$ cat src/rtl/fractal_sync_pkg.sv
// Shared definitions for the fractal synchronization node: response port
// count, back-routing dispatcher FSM states and the queued entry width.
package fractal_sync_pkg;

  // One response port per bit of the source/destination mask.
  localparam int unsigned SD_WIDTH = 4;

  // Dispatcher head state: empty, or broadcasting the head entry.
  typedef enum logic {
    BR_IDLE  = 1'b0,
    BR_BCAST = 1'b1
  } br_state_e;

  // Packed width of a queued back-routing entry {sd, idx}.
  function automatic int unsigned br_entry_width(input int unsigned idx_width);
    return SD_WIDTH + idx_width;
  endfunction

endpackage

$ cat src/rtl/fractal_sync_br_fifo.sv
// Multi-write, single-read circular FIFO for back-routing entries. Writes
// from all ports land in one cycle in ascending port order; ready_n_o says
// there is room for a full set of N_IN writes.
module fractal_sync_br_fifo #(
  parameter int unsigned N_IN  = 2,
  parameter int unsigned W     = 8,
  parameter int unsigned DEPTH = 4
) (
  input  logic                    clk_i,
  input  logic                    rst_ni,
  input  logic [N_IN-1:0]         wr_en_i,
  input  logic [N_IN-1:0][W-1:0]  wr_data_i,
  input  logic                    pop_i,
  output logic                    ready_n_o,
  output logic                    empty_o,
  output logic [W-1:0]            head_o
);

  localparam int unsigned PW = (DEPTH > 1) ? $clog2(DEPTH) : 1;
  localparam int unsigned CW = $clog2(DEPTH + 1);

  logic [W-1:0]  mem_q [DEPTH];
  logic [PW-1:0] rd_ptr_q;
  logic [CW-1:0] count_q;
  logic [CW-1:0] n_enq;
  logic [PW-1:0] wr_slot [N_IN];

  function automatic logic [PW-1:0] wrap(input int unsigned v);
    return PW'(v % DEPTH);
  endfunction

  // Pack the enabled writes behind the current tail, lowest port first.
  always_comb begin
    n_enq = '0;
    for (int j = 0; j < N_IN; j++) begin
      wr_slot[j] = wrap(32'(rd_ptr_q) + 32'(count_q) + 32'(n_enq));
      if (wr_en_i[j]) n_enq = n_enq + CW'(1);
    end
  end

  // Storage array; contents need no reset since count_q gates visibility.
  always_ff @(posedge clk_i) begin
    for (int j = 0; j < N_IN; j++) begin
      if (wr_en_i[j]) mem_q[wr_slot[j]] <= wr_data_i[j];
    end
  end

  // Read pointer and occupancy; enqueue and pop may coincide.
  always_ff @(posedge clk_i or negedge rst_ni) begin
    if (!rst_ni) begin
      rd_ptr_q <= '0;
      count_q  <= '0;
    end else begin
      if (pop_i) rd_ptr_q <= wrap(32'(rd_ptr_q) + 32'd1);
      count_q <= count_q + n_enq - CW'(pop_i);
    end
  end

  assign ready_n_o = (count_q <= CW'(DEPTH - N_IN));
  assign empty_o   = (count_q == '0);
  assign head_o    = mem_q[rd_ptr_q];

endmodule

$ cat src/rtl/fractal_sync_br_dispatch.sv
// Back-routing dispatcher: queues barrier-completion events and multicasts
// each one as a wake-up response to every port in its mask, with an
// independent handshake per port and zero-bubble reload of the next entry.
module fractal_sync_br_dispatch
  import fractal_sync_pkg::*;
#(
  parameter int unsigned N_IN       = 2,
  parameter int unsigned IDX_WIDTH  = 1,
  parameter int unsigned FIFO_DEPTH = 4
) (
  input  logic                                 clk_i,
  input  logic                                 rst_ni,
  input  logic [N_IN-1:0]                      evt_valid_i,
  input  logic [N_IN-1:0][SD_WIDTH-1:0]        evt_sd_i,
  input  logic [N_IN-1:0][IDX_WIDTH-1:0]       evt_idx_i,
  output logic                                 evt_ready_o,
  output logic [SD_WIDTH-1:0]                  rsp_valid_o,
  output logic [SD_WIDTH-1:0][IDX_WIDTH-1:0]   rsp_idx_o,
  input  logic [SD_WIDTH-1:0]                  rsp_ready_i,
  output logic                                 busy_o
);

  localparam int unsigned EW = br_entry_width(IDX_WIDTH);

  if (FIFO_DEPTH < N_IN) begin : g_depth_check
    $fatal(1, "fractal_sync_br_dispatch: FIFO_DEPTH must be >= N_IN");
  end

  logic [N_IN-1:0]         wr_en;
  logic [N_IN-1:0][EW-1:0] wr_data;
  logic                    fifo_pop;
  logic                    fifo_empty;
  logic [EW-1:0]           fifo_head;
  logic [SD_WIDTH-1:0]     head_sd;
  logic [IDX_WIDTH-1:0]    head_idx;

  br_state_e               state_q, state_next;
  logic [SD_WIDTH-1:0]     mask_q, mask_next, remaining;
  logic [IDX_WIDTH-1:0]    idx_q, idx_next;

  // Zero-mask events are acknowledged but never stored.
  for (genvar gi = 0; gi < N_IN; gi++) begin : g_in
    assign wr_en[gi]   = evt_valid_i[gi] & evt_ready_o & (|evt_sd_i[gi]);
    assign wr_data[gi] = {evt_sd_i[gi], evt_idx_i[gi]};
  end

  fractal_sync_br_fifo #(
    .N_IN  (N_IN),
    .W     (EW),
    .DEPTH (FIFO_DEPTH)
  ) i_fifo (
    .clk_i     (clk_i),
    .rst_ni    (rst_ni),
    .wr_en_i   (wr_en),
    .wr_data_i (wr_data),
    .pop_i     (fifo_pop),
    .ready_n_o (evt_ready_o),
    .empty_o   (fifo_empty),
    .head_o    (fifo_head)
  );

  assign head_sd   = fifo_head[EW-1:IDX_WIDTH];
  assign head_idx  = fifo_head[IDX_WIDTH-1:0];
  assign remaining = mask_q & ~rsp_ready_i;

  // Head/FSM next state: clear served ports, reload as soon as all are served.
  always_comb begin
    state_next = state_q;
    mask_next  = mask_q;
    idx_next   = idx_q;
    fifo_pop   = 1'b0;
    unique case (state_q)
      BR_IDLE: begin
        if (!fifo_empty) begin
          fifo_pop   = 1'b1;
          mask_next  = head_sd;
          idx_next   = head_idx;
          state_next = BR_BCAST;
        end
      end
      BR_BCAST: begin
        mask_next = remaining;
        if (remaining == '0) begin
          if (!fifo_empty) begin
            fifo_pop  = 1'b1;
            mask_next = head_sd;
            idx_next  = head_idx;
          end else begin
            idx_next   = '0;
            state_next = BR_IDLE;
          end
        end
      end
      default: state_next = BR_IDLE;
    endcase
  end

  // Head register and FSM state.
  always_ff @(posedge clk_i or negedge rst_ni) begin
    if (!rst_ni) begin
      state_q <= BR_IDLE;
      mask_q  <= '0;
      idx_q   <= '0;
    end else begin
      state_q <= state_next;
      mask_q  <= mask_next;
      idx_q   <= idx_next;
    end
  end

  // Each still-pending port sees the head index; others are held at zero.
  for (genvar gi = 0; gi < SD_WIDTH; gi++) begin : g_out
    assign rsp_valid_o[gi] = mask_q[gi];
    assign rsp_idx_o[gi]   = mask_q[gi] ? idx_q : '0;
  end

  assign busy_o = (state_q == BR_BCAST) | ~fifo_empty;

endmodule
$ cat config.mk
export PLATFORM = sky130hd
export DESIGN_NAME = fractal_sync_br_dispatch
export DESIGN_NICKNAME = d
export VERILOG_FILES = /design/src/rtl/fractal_sync_pkg.sv /design/src/rtl/fractal_sync_br_fifo.sv /design/src/rtl/fractal_sync_br_dispatch.sv
export SDC_FILE = /design/constraint.sdc
export NUM_CORES = 1
export LEC_CHECK = 0
export CAP_MARGIN = 20
export CORE_ASPECT_RATIO = 2
export CORE_MARGIN = 2
export CORE_UTILIZATION = 57
export CTS_CLUSTER_DIAMETER = 200
export DETAILED_ROUTE_END_ITERATION = 7
export PLACE_DENSITY = 0.91
export SKIP_LAST_GASP = 1
export SLEW_MARGIN = 30
export SYNTH_ARGS = -nofsm -noshare
export SYNTH_HDL_FRONTEND = slang
export SYNTH_SLANG_ARGS = --single-unit
$ cat constraint.sdc
create_clock -name clk_i -period 5.7 [get_ports clk_i]
set_input_delay 0.57 -clock clk_i [delete_from_list [all_inputs] [get_ports clk_i]]
set_output_delay 0.57 -clock clk_i [all_outputs]
set_load 0.01 [all_outputs]
==> results of run 1 <==
-- metal layers --
| layer | GRT usage (%) | vias up | wire length (µm) | share of wire, % |
|---|---|---|---|---|
| li1 | - | 534 | - | - |
| met1 | 17.2 | 555 | 1030 | 31 |
| met2 | 41.0 | 41 | 2030 | 62 |
| met3 | 3.70 | 7 | 114 | 3.5 |
| met4 | 11.3 | 0 | 89 | 2.7 |
| met5 | 0 | - | 0 | 0 |
-- through the flow --
| stage | utilization (%) | cells | power (mW) |
|---|---|---|---|
| after CTS | 71.5 | 191 | 1.19 |
| final | 71.5 | 191 | 1.18 |
| after global placement | 68.7 | 183 | 0.984 |
| after global routing | 71.5 | 191 | 1.27 |
| after detailed placement | 68.7 | 183 | 1.03 |
| after floorplan | - | 132 | 0.867 |
-- sequential cells by signal, summed over array words and instances, names as in the netlist --
name / count
i_fifo.count_q: 3
idx_q: 1
state_q: 1
i_fifo.mem_q: 20
i_fifo.rd_ptr_q: 2
rsp_valid_o: 4
-- final timing paths --
kind / endpoint / cells after the start / slack (ns) / startpoint
max in group asynchronous: rsp_valid_o[2] / 1 / 4.74 / rst_ni
worst min register to register: i_fifo.count_q[2] / 1 / 0.50 / i_fifo.count_q[2]
worst min-delay path: i_fifo.count_q[2] / 1 / 0.50 / i_fifo.count_q[2]
worst max-delay path: i_fifo.mem_q[3][2] / 7 / 2.49 / evt_sd_i[0]
worst max register to register: i_fifo.count_q[2] / 10 / 3.02 / rsp_valid_o[3]
min in group asynchronous: i_fifo.rd_ptr_q[1] / 1 / 0.62 / rst_ni
-- placed cells by master (no fill, tap or decap), drive strengths merged, types with 3 or more instances in the layout --
cell type / netlist / final
mux2: 20 / 20
clkdlybuf4s50: 0 / 27
and3: 4 / 4
and2: 4 / 4
mux4: 5 / 5
dfrtp: 11 / 11
ha: 6 / 6
nand2: 6 / 6
clkinv: 0 / 3
edfxtp: 20 / 20
nor2b: 8 / 8
inv: 9 / 9
nand3: 5 / 5
xnor2: 5 / 5
clkbuf: 2 / 5
o21ai: 7 / 7
-- layout make-up --
type                       instances  area, µm²
clock inverter                     3       15.0
tap                               30       37.5
multi-input combinational         86        827
inverter                           9       33.8
sequential                        31        876
clock buffer                       5       68.8
timing repair buffer              27        270
fill                             211        850
-- cells by family after synthesis --
logic type | count (synthesis)
AND/OR/NAND/NOR | 35
flip-flops | 31
multiplexers | 25
buffers and inverters | 15
AO/OA/AOI/OAI | 12
XOR/XNOR | 7
adder cells (fa/ha/maj) | 7
-- power breakdown --
part           switching, mW  total (mW)  internal (mW)  leakage [nW]
Sequential            0.0665       0.433          0.366         0.312
Combinational          0.274       0.584          0.310         0.487
Clock                 0.0795       0.163         0.0833        0.0477
==> metrics.cfg, run 1 <==
[yosys]
synth_top_area_share_pct = 33.7
synthCells = 132
syn_area_um2 = 1780
synth-edff-count = 20
synth.avg_cell_area_um2 = 13.5
async_flop_share_pct = 35.5
synth_compound_area_share_pct = 4.56
ys_top_cells_by_count = 20 x edfxtp_1, 11 x dfrtp_1, 10 x mux2_2, 10 x mux2_4, 9 x inv_1
yosysMostFrequentCell = edfxtp_1
synthAdderAreaFrac_pct = 5.33
synthXorXnorAreaFrac_pct = 4.21
syn_nets = 157
synth_mux_area_share_pct = 21.1
synth_top_flop_cell = edfxtp_1
synth_top_family_by_area = multiplexers
synth_cell_types = 29
synth-seq-area-share_pct = 49.1
synth_area_leaders = edfxtp_1 34%, dfrtp_1 15%, mux2_4 8.4%
netlist.top_cell.by_area = edfxtp_1
yosys_warnings = 0
ys_ff_latch = 31
synth_simple_gate_area_share_pct = 11.2

[worst_hold_path]
min_path_type = reg2reg

[route]
routed_wl_um = 3260
wl_per_cell_um = 17.1
drc = 0
viasPerCell = 5.95
ant_nets = 0
vias = 1137
drt-pass1-iter-count = 4
dr.first_iter.drc_count = 24

[final_layout]
drive_gt1_share_pct = 21.1
stdcell_area_um2 = 2130
layout.nets = 185
syn2layout_area_growth_pct = 19.4
n_antenna_cell = 0

[grt]
grt_pass1_wl_um = 5540
gr-total-overflow = 0
grt_usage_pct = 20.9
grt_max_degree = 12
grt_pass1_vias = 1256
grt_antenna_before_repair = 0

[clocking]
root_buffer = clkbuf_8
cts_setup_buffers = 0
cts.sinks = 31
cts.clk_slew.worst_paths_ns = 0.06
cts_tree = yes
clock_path_buffers = 2
clkLatencyLatePin_ns = 0.28
numCtsBuffers = 5
cts_hold_buf = 0
htree_levels = 2
ctsResizeCount = 0

[placed_design]
dp_hpwl_um = 2690
dp_slack_ns = 2.23
gp_congestion = 0.802
placed_area_um2 = 2040
io_buffers = 27

[flow_run]
drv_cap = 0

[die]
die_w_um = 43.5
io_pins = 28
die_h_um = 83.1
rows = 28
start_util_pct = 59.9
die_area_um2 = 3620
coreArea_um2 = 2980

[power]
ir_drop_v = 0.000340
p_leak_nw = 0.847
p_per_area_nw_per_um2 = 554

[critical_path]
critical_path_class = in2reg
path_buf_inv = 1
critical_path.top_delay_family = simple AND/OR/NAND/NOR gates
endpoint_kind = register
critPathArrivalTime_ns = 3.13
path_cells = clkdlybuf4s50_1 -> or4_1 -> and3_1 -> ha_1 -> xnor2_1 -> and3_1 -> o21bai_1
crit_required_ns = 5.62
slowest_delay_ns = 0.56
worst_path_max_delay_cell = or4_1
crit_fanout = 6
critPathLaunchType = primary input
crit_top_cell = and3_1

[timing]
worstMarginPinSlew_ns = 0.777
post-route-min-period_ns = 3.21
min_period_over_period_pct = 56.4
hold_ws_ns = 0.502
clock_skew_ns = 0.00393
rsz0062_at_grt = false
finalWorstSetupSlack_ns = 2.49
report.final.slew_viol_count = 0
hold_viol_final = 0
relSlewSlack_pct = 47.7
max_freq_mhz = 311
setup-tns-final_ns = 0
report.final.setup_viol = 0

[status]
outcome = complete, no violations

Note: power is estimated with default switching activity, not from simulation.
==> run 2, diff against run 1 <==
--- a/config.mk
+++ b/config.mk
@@ -8,10 +8,10 @@
 export CAP_MARGIN = 20
 export CORE_ASPECT_RATIO = 2
 export CORE_MARGIN = 2
-export CORE_UTILIZATION = 57
+export CORE_UTILIZATION = 53
 export CTS_CLUSTER_DIAMETER = 200
 export DETAILED_ROUTE_END_ITERATION = 7
-export PLACE_DENSITY = 0.91
+export PLACE_DENSITY = 0.86
 export SKIP_LAST_GASP = 1
 export SLEW_MARGIN = 30
 export SYNTH_ARGS = -nofsm -noshare
==> constraint.sdc (replaced) <==
create_clock -name clk_i -period 2.99 [get_ports clk_i]
set_input_delay 0.299 -clock clk_i [delete_from_list [all_inputs] [get_ports clk_i]]
set_output_delay 0.299 -clock clk_i [all_outputs]
set_load 0.01 [all_outputs]
==> run 2 against run 1 <==
- wire length is 13% higher
- flip-flop and latch count stayed put
- register-to-register slack worse by 2.5 ns
- sequential share of layout area is 2.3 points lower
- die area is 7.0% higher
- core utilization is 0.78 points lower
- critical path type unchanged
==> metrics.cfg, run 2 (synthesized netlist as in run 1, its figures left out) <==
[clocking]
cts_hold_buf = 0
clock_path_buffers = 2
cts_setup_buffers = 0
htree_levels = 2
numCtsBuffers = 5
clkLatencyLatePin_ns = 0.29
cts_tree = yes
cts.sinks = 31
cts.clk_slew.worst_paths_ns = 0.07
ctsResizeCount = 0
root_buffer = clkbuf_8

[critical_path]
r2r-end = i_fifo.count_q[2]
slowest_delay_ns = 0.53
critical_path_class = in2reg
reg2regPathDepth = 9
rr_startpoint = i_fifo.count_q[1]
crit_start = evt_sd_i[1]
r2r_setup_slack_ns = 0.53
worst_path_max_delay_cell = or4_1
path_cells = clkdlybuf4s50_1 -> or4_1 -> and3_1 -> ha_1 -> xnor2_1 -> and3_1 -> o21bai_1
critPathLaunchType = primary input
crit_required_ns = 2.92
crit_top_cell = and3_1
path_buf_inv = 1
critical_path.top_delay_family = simple AND/OR/NAND/NOR gates
critPathArrivalTime_ns = 2.63
endpoint_kind = register
crit_fanout = 6

[die]
start_util_pct = 55.8
io_pins = 28
coreArea_um2 = 3190
rows = 29
die_h_um = 86.0
die_w_um = 45.0
die_area_um2 = 3870

[timing]
report.final.slew_viol_count = 0
max_freq_mhz = 370
hold_viol_final = 0
relSlewSlack_pct = 66.0
worstMarginPinSlew_ns = 0.509
rsz0062_at_grt = false
min_period_over_period_pct = 90.3
clock_skew_ns = 0.00350
hold_ws_ns = 0.346
post-route-min-period_ns = 2.70
report.final.setup_viol = 0

[power]
p_comb_share_pct = 48.0
switching_share_pct = 33.5
p_clk_share_pct = 19.8
p_int_mw = 1.68
p_switching_mw = 0.847
p_per_area_nw_per_um2 = 1120
p_leak_nw = 0.913
p_seq_share_pct = 32.2
ir_drop_v = 0.000931

[route]
ant_nets = 0
dr.first_iter.drc_count = 31
vias = 1205
drc = 0
routed_wl_um = 3680
wl_per_cell_um = 18.2
drt-pass1-iter-count = 4
viasPerCell = 5.97

[placed_design]
dp_hpwl_um = 2930
gp_congestion = 0.839
io_buffers = 27

[final_layout]
final_core_util_pct = 70.7
drive_gt1_share_pct = 25.7
layout.nets = 195
largest_register_ffs = 20
nFillCells = 233
final_cell_mix = 27 x clkdlybuf4s50_1, 20 x edfxtp_1, 11 x dfrtp_1
n_antenna_cell = 0
syn2layout_area_growth_pct = 26.6
layout_commonest_cell = clkdlybuf4s50_1

[grt]
met3_usage_pct = 5.89
grt_pass1_vias = 1274
grt_pass1_wl_um = 5660
grt_antenna_before_repair = 0
grt_usage_pct = 21.6
grt_busiest_layer = met2
grt_max_degree = 12
grt_use_met1_pct = 16.2
grt.met2_usage_pct = 40.9
gr-total-overflow = 0

[status]
outcome = complete, no violations

[flow_run]
drv_cap = 0

[worst_hold_path]
min_path_type = in2async

run 2: worst register-to-register path: stages (launching register included):
cell and delay, ns:
dfrtp_1 0.42, or3_1 0.53, nand2_1 0.16, inv_1 0.05
ha_1 0.26, inv_1 0.04, ha_1 0.19, fa_1 0.38
xnor2_1 0.21, xnor2_1 0.15
run 2: power by group through the flow:
stage                     logic [mW]  clock network [mW]  registers (mW)
after global placement          1.15                   0           0.804
after detailed placement        1.21                   0           0.827
after global routing            1.32               0.522           0.833
after CTS                       1.23               0.505           0.818
after floorplan                0.879                   0           0.774
final                           1.21               0.501           0.813
run 2: how the worst max path moves through the flow:
stage	end	slack, ns	depth (start not counted)
2_1_floorplan	i_fifo.count_q[2]	0.51	10
3_3_place_gp	i_fifo.mem_q[3][4]	0.07	7
3_5_place_dp	i_fifo.mem_q[3][0]	-0.006	7
4_1_cts	i_fifo.mem_q[3][1]	0.30	7
5_1_grt	i_fifo.mem_q[3][1]	0.15	7
6_report	i_fifo.mem_q[3][1]	0.29	7
run 2: metrics by stage:
step	instances	setup slack [ns]	setup TNS [ns]	cell area (µm²)	total power, mW
2_1_floorplan	132	0.506	0	1780	1.65
3_3_place_gp	194	0.0668	0	2120	1.96
3_5_place_dp	194	-0.00603	-0.0297	2120	2.04
4_1_cts	202	0.299	0	2260	2.55
5_1_grt	202	0.154	0	2260	2.67
6_report	202	0.289	0	2260	2.53
run 2: routing by layer:
metal  vias up  wire (µm)  part of all wire, %
met1       583       1070                   29
met2        44       2230                   61
met3        18        186                  5.1
met4         0        192                  5.2
met5         -          0                    0
li1        560          -                    -
run 2: area by class of cell:
class	instances	area (µm²)	area share [%]
timing repair buffer	37	345	15.3
inverter	9	33.8	1.50
tap	31	38.8	1.72
multi-input combinational	86	827	36.6
clock inverter	3	67.6	2.99
sequential	31	876	38.8
clock buffer	5	68.8	3.05
==> run 3, diff against run 2 <==
--- a/config.mk
+++ b/config.mk
@@ -5,12 +5,13 @@
 export SDC_FILE = /design/constraint.sdc
 export NUM_CORES = 1
 export LEC_CHECK = 0
-export CAP_MARGIN = 20
+export CAP_MARGIN = 25
 export CORE_ASPECT_RATIO = 2
 export CORE_MARGIN = 2
 export CORE_UTILIZATION = 53
 export CTS_CLUSTER_DIAMETER = 200
 export DETAILED_ROUTE_END_ITERATION = 7
+export MAX_ROUTING_LAYER = met4
 export PLACE_DENSITY = 0.86
 export SKIP_LAST_GASP = 1
 export SLEW_MARGIN = 30
==> run 3 against run 2 <==
- core utilization stayed put
- sequential power barely moved
- total power about the same
- fmax fell by 0.11%
- largest cell class unchanged
- highest routed layer unchanged
==> metrics.cfg, run 3 (synthesized netlist as in run 1, its figures left out) <==
[die]
rows = 29
die_area_um2 = 3870
die_w_um = 45.0
io_pins = 28
coreArea_um2 = 3190
start_util_pct = 55.8
die_h_um = 86.0

[power]
p_per_area_nw_per_um2 = 1120
finalPower_mw = 2.53
p_leak_nw = 0.913
ir_drop_v = 0.000927

[final_layout]
syn2layout_area_growth_pct = 26.6
finalNonFillerCells = 202
final_core_util_pct = 70.7
final_cell_mix = 27 x clkdlybuf4s50_1, 20 x edfxtp_1, 11 x dfrtp_1
layout_commonest_cell = clkdlybuf4s50_1
layout.nets = 195
stdcell_area_um2 = 2260
largest_register_ffs = 20
drive_gt1_share_pct = 25.7
n_antenna_cell = 0

[critical_path]
critPathLaunchType = primary input
crit_top_cell = and3_1
critical_path_class = in2reg
rr_startpoint = i_fifo.count_q[1]
endpoint_kind = register
r2r-end = i_fifo.count_q[2]
reg2regPathDepth = 9
critPathArrivalTime_ns = 2.63
worst_path_max_delay_cell = or4_1
slowest_delay_ns = 0.53
path_cells = clkdlybuf4s50_1 -> or4_1 -> and3_1 -> ha_1 -> xnor2_1 -> and3_1 -> o21bai_1
crit_fanout = 6
r2r_setup_slack_ns = 0.52
crit_required_ns = 2.92

[grt]
grt_pass1_vias = 1274
grt_usage_pct = 22.2
gr-total-overflow = 0
grt_pass1_wl_um = 5660
grt_antenna_before_repair = 0
grt_max_degree = 12

[route]
wl_per_cell_um = 18.2
vias = 1202
dr.first_iter.drc_count = 25
ant_nets = 0
drc = 0
routed_wl_um = 3680
drt-pass1-iter-count = 4
viasPerCell = 5.95

[clocking]
cts_setup_buffers = 0
clock_path_buffers = 2
cts_hold_buf = 0
cts.clk_slew.worst_paths_ns = 0.07
numCtsBuffers = 5
cts_tree = yes
htree_levels = 2
root_buffer = clkbuf_8
cts.sinks = 31
ctsResizeCount = 0
clkLatencyLatePin_ns = 0.29

[status]
outcome = complete, no violations

[placed_design]
gp_congestion = 0.852
dp_hpwl_um = 2930
dp_slack_ns = -0.00603
dp.cells = 194
io_buffers = 27
placed_area_um2 = 2120

[timing]
clock_skew_ns = 0.00410
report.final.setup_viol = 0
setup-tns-final_ns = 0
rsz0062_at_grt = false
report.final.slew_viol_count = 0
hold_viol_final = 0
relSlewSlack_pct = 66.0
finalWorstSetupSlack_ns = 0.286
min_period_over_period_pct = 90.4
post-route-min-period_ns = 2.70
hold_ws_ns = 0.349
max_freq_mhz = 370
worstMarginPinSlew_ns = 0.508

[flow_run]
drv_cap = 0

[worst_hold_path]
min_path_type = in2async

==> run 3: cell counts in the layout (fill, tap and decap cells not counted) <==
No cell type changed its count.
==> run 3: where the power goes <==
part	switching [mW]	internal [mW]	leakage, nW
Sequential	0.116	0.697	0.312
Clock	0.167	0.332	0.0644
Combinational	0.562	0.652	0.537
Total	0.845	1.68	0.913
==> run 3: critical path: cells and delay by family <==
kind	cells	cell delay (ns)
adder cells (fa/ha/maj)	1	0.24
XOR/XNOR	1	0.19
buffers and inverters	1	0.42
AO/OA/AOI/OAI	1	0.31
AND/OR/NAND/NOR	3	1.16
==> run 3: layer usage <==
metal  routed length [µm]  vias to the layer above  GRT usage [%]
li1                     -                      560              -
met1                 1090                      584           16.2
met2                 2250                       42           40.9
met3                  164                       16           5.89
met4                  168                        0           15.8
met5                    0                        -              -
==> run 3: worst max-delay path by stage <==
stage,depth (start not counted),endpoint,start
after floorplan,10,i_fifo.count_q[2],rsp_valid_o[3]
after global placement,7,i_fifo.mem_q[3][4],evt_sd_i[0]
after detailed placement,7,i_fifo.mem_q[3][0],evt_sd_i[1]
after CTS,7,i_fifo.mem_q[3][1],evt_sd_i[1]
after global routing,7,i_fifo.mem_q[3][1],evt_sd_i[1]
final,7,i_fifo.mem_q[3][1],evt_sd_i[1]
==> run 3: layout make-up <==
class	instances	area, µm²
clock buffer	5	68.8
timing repair buffer	37	345
inverter	9	33.8
tap	31	38.8
multi-input combinational	86	827
fill	233	936
sequential	31	876
clock inverter	3	67.6
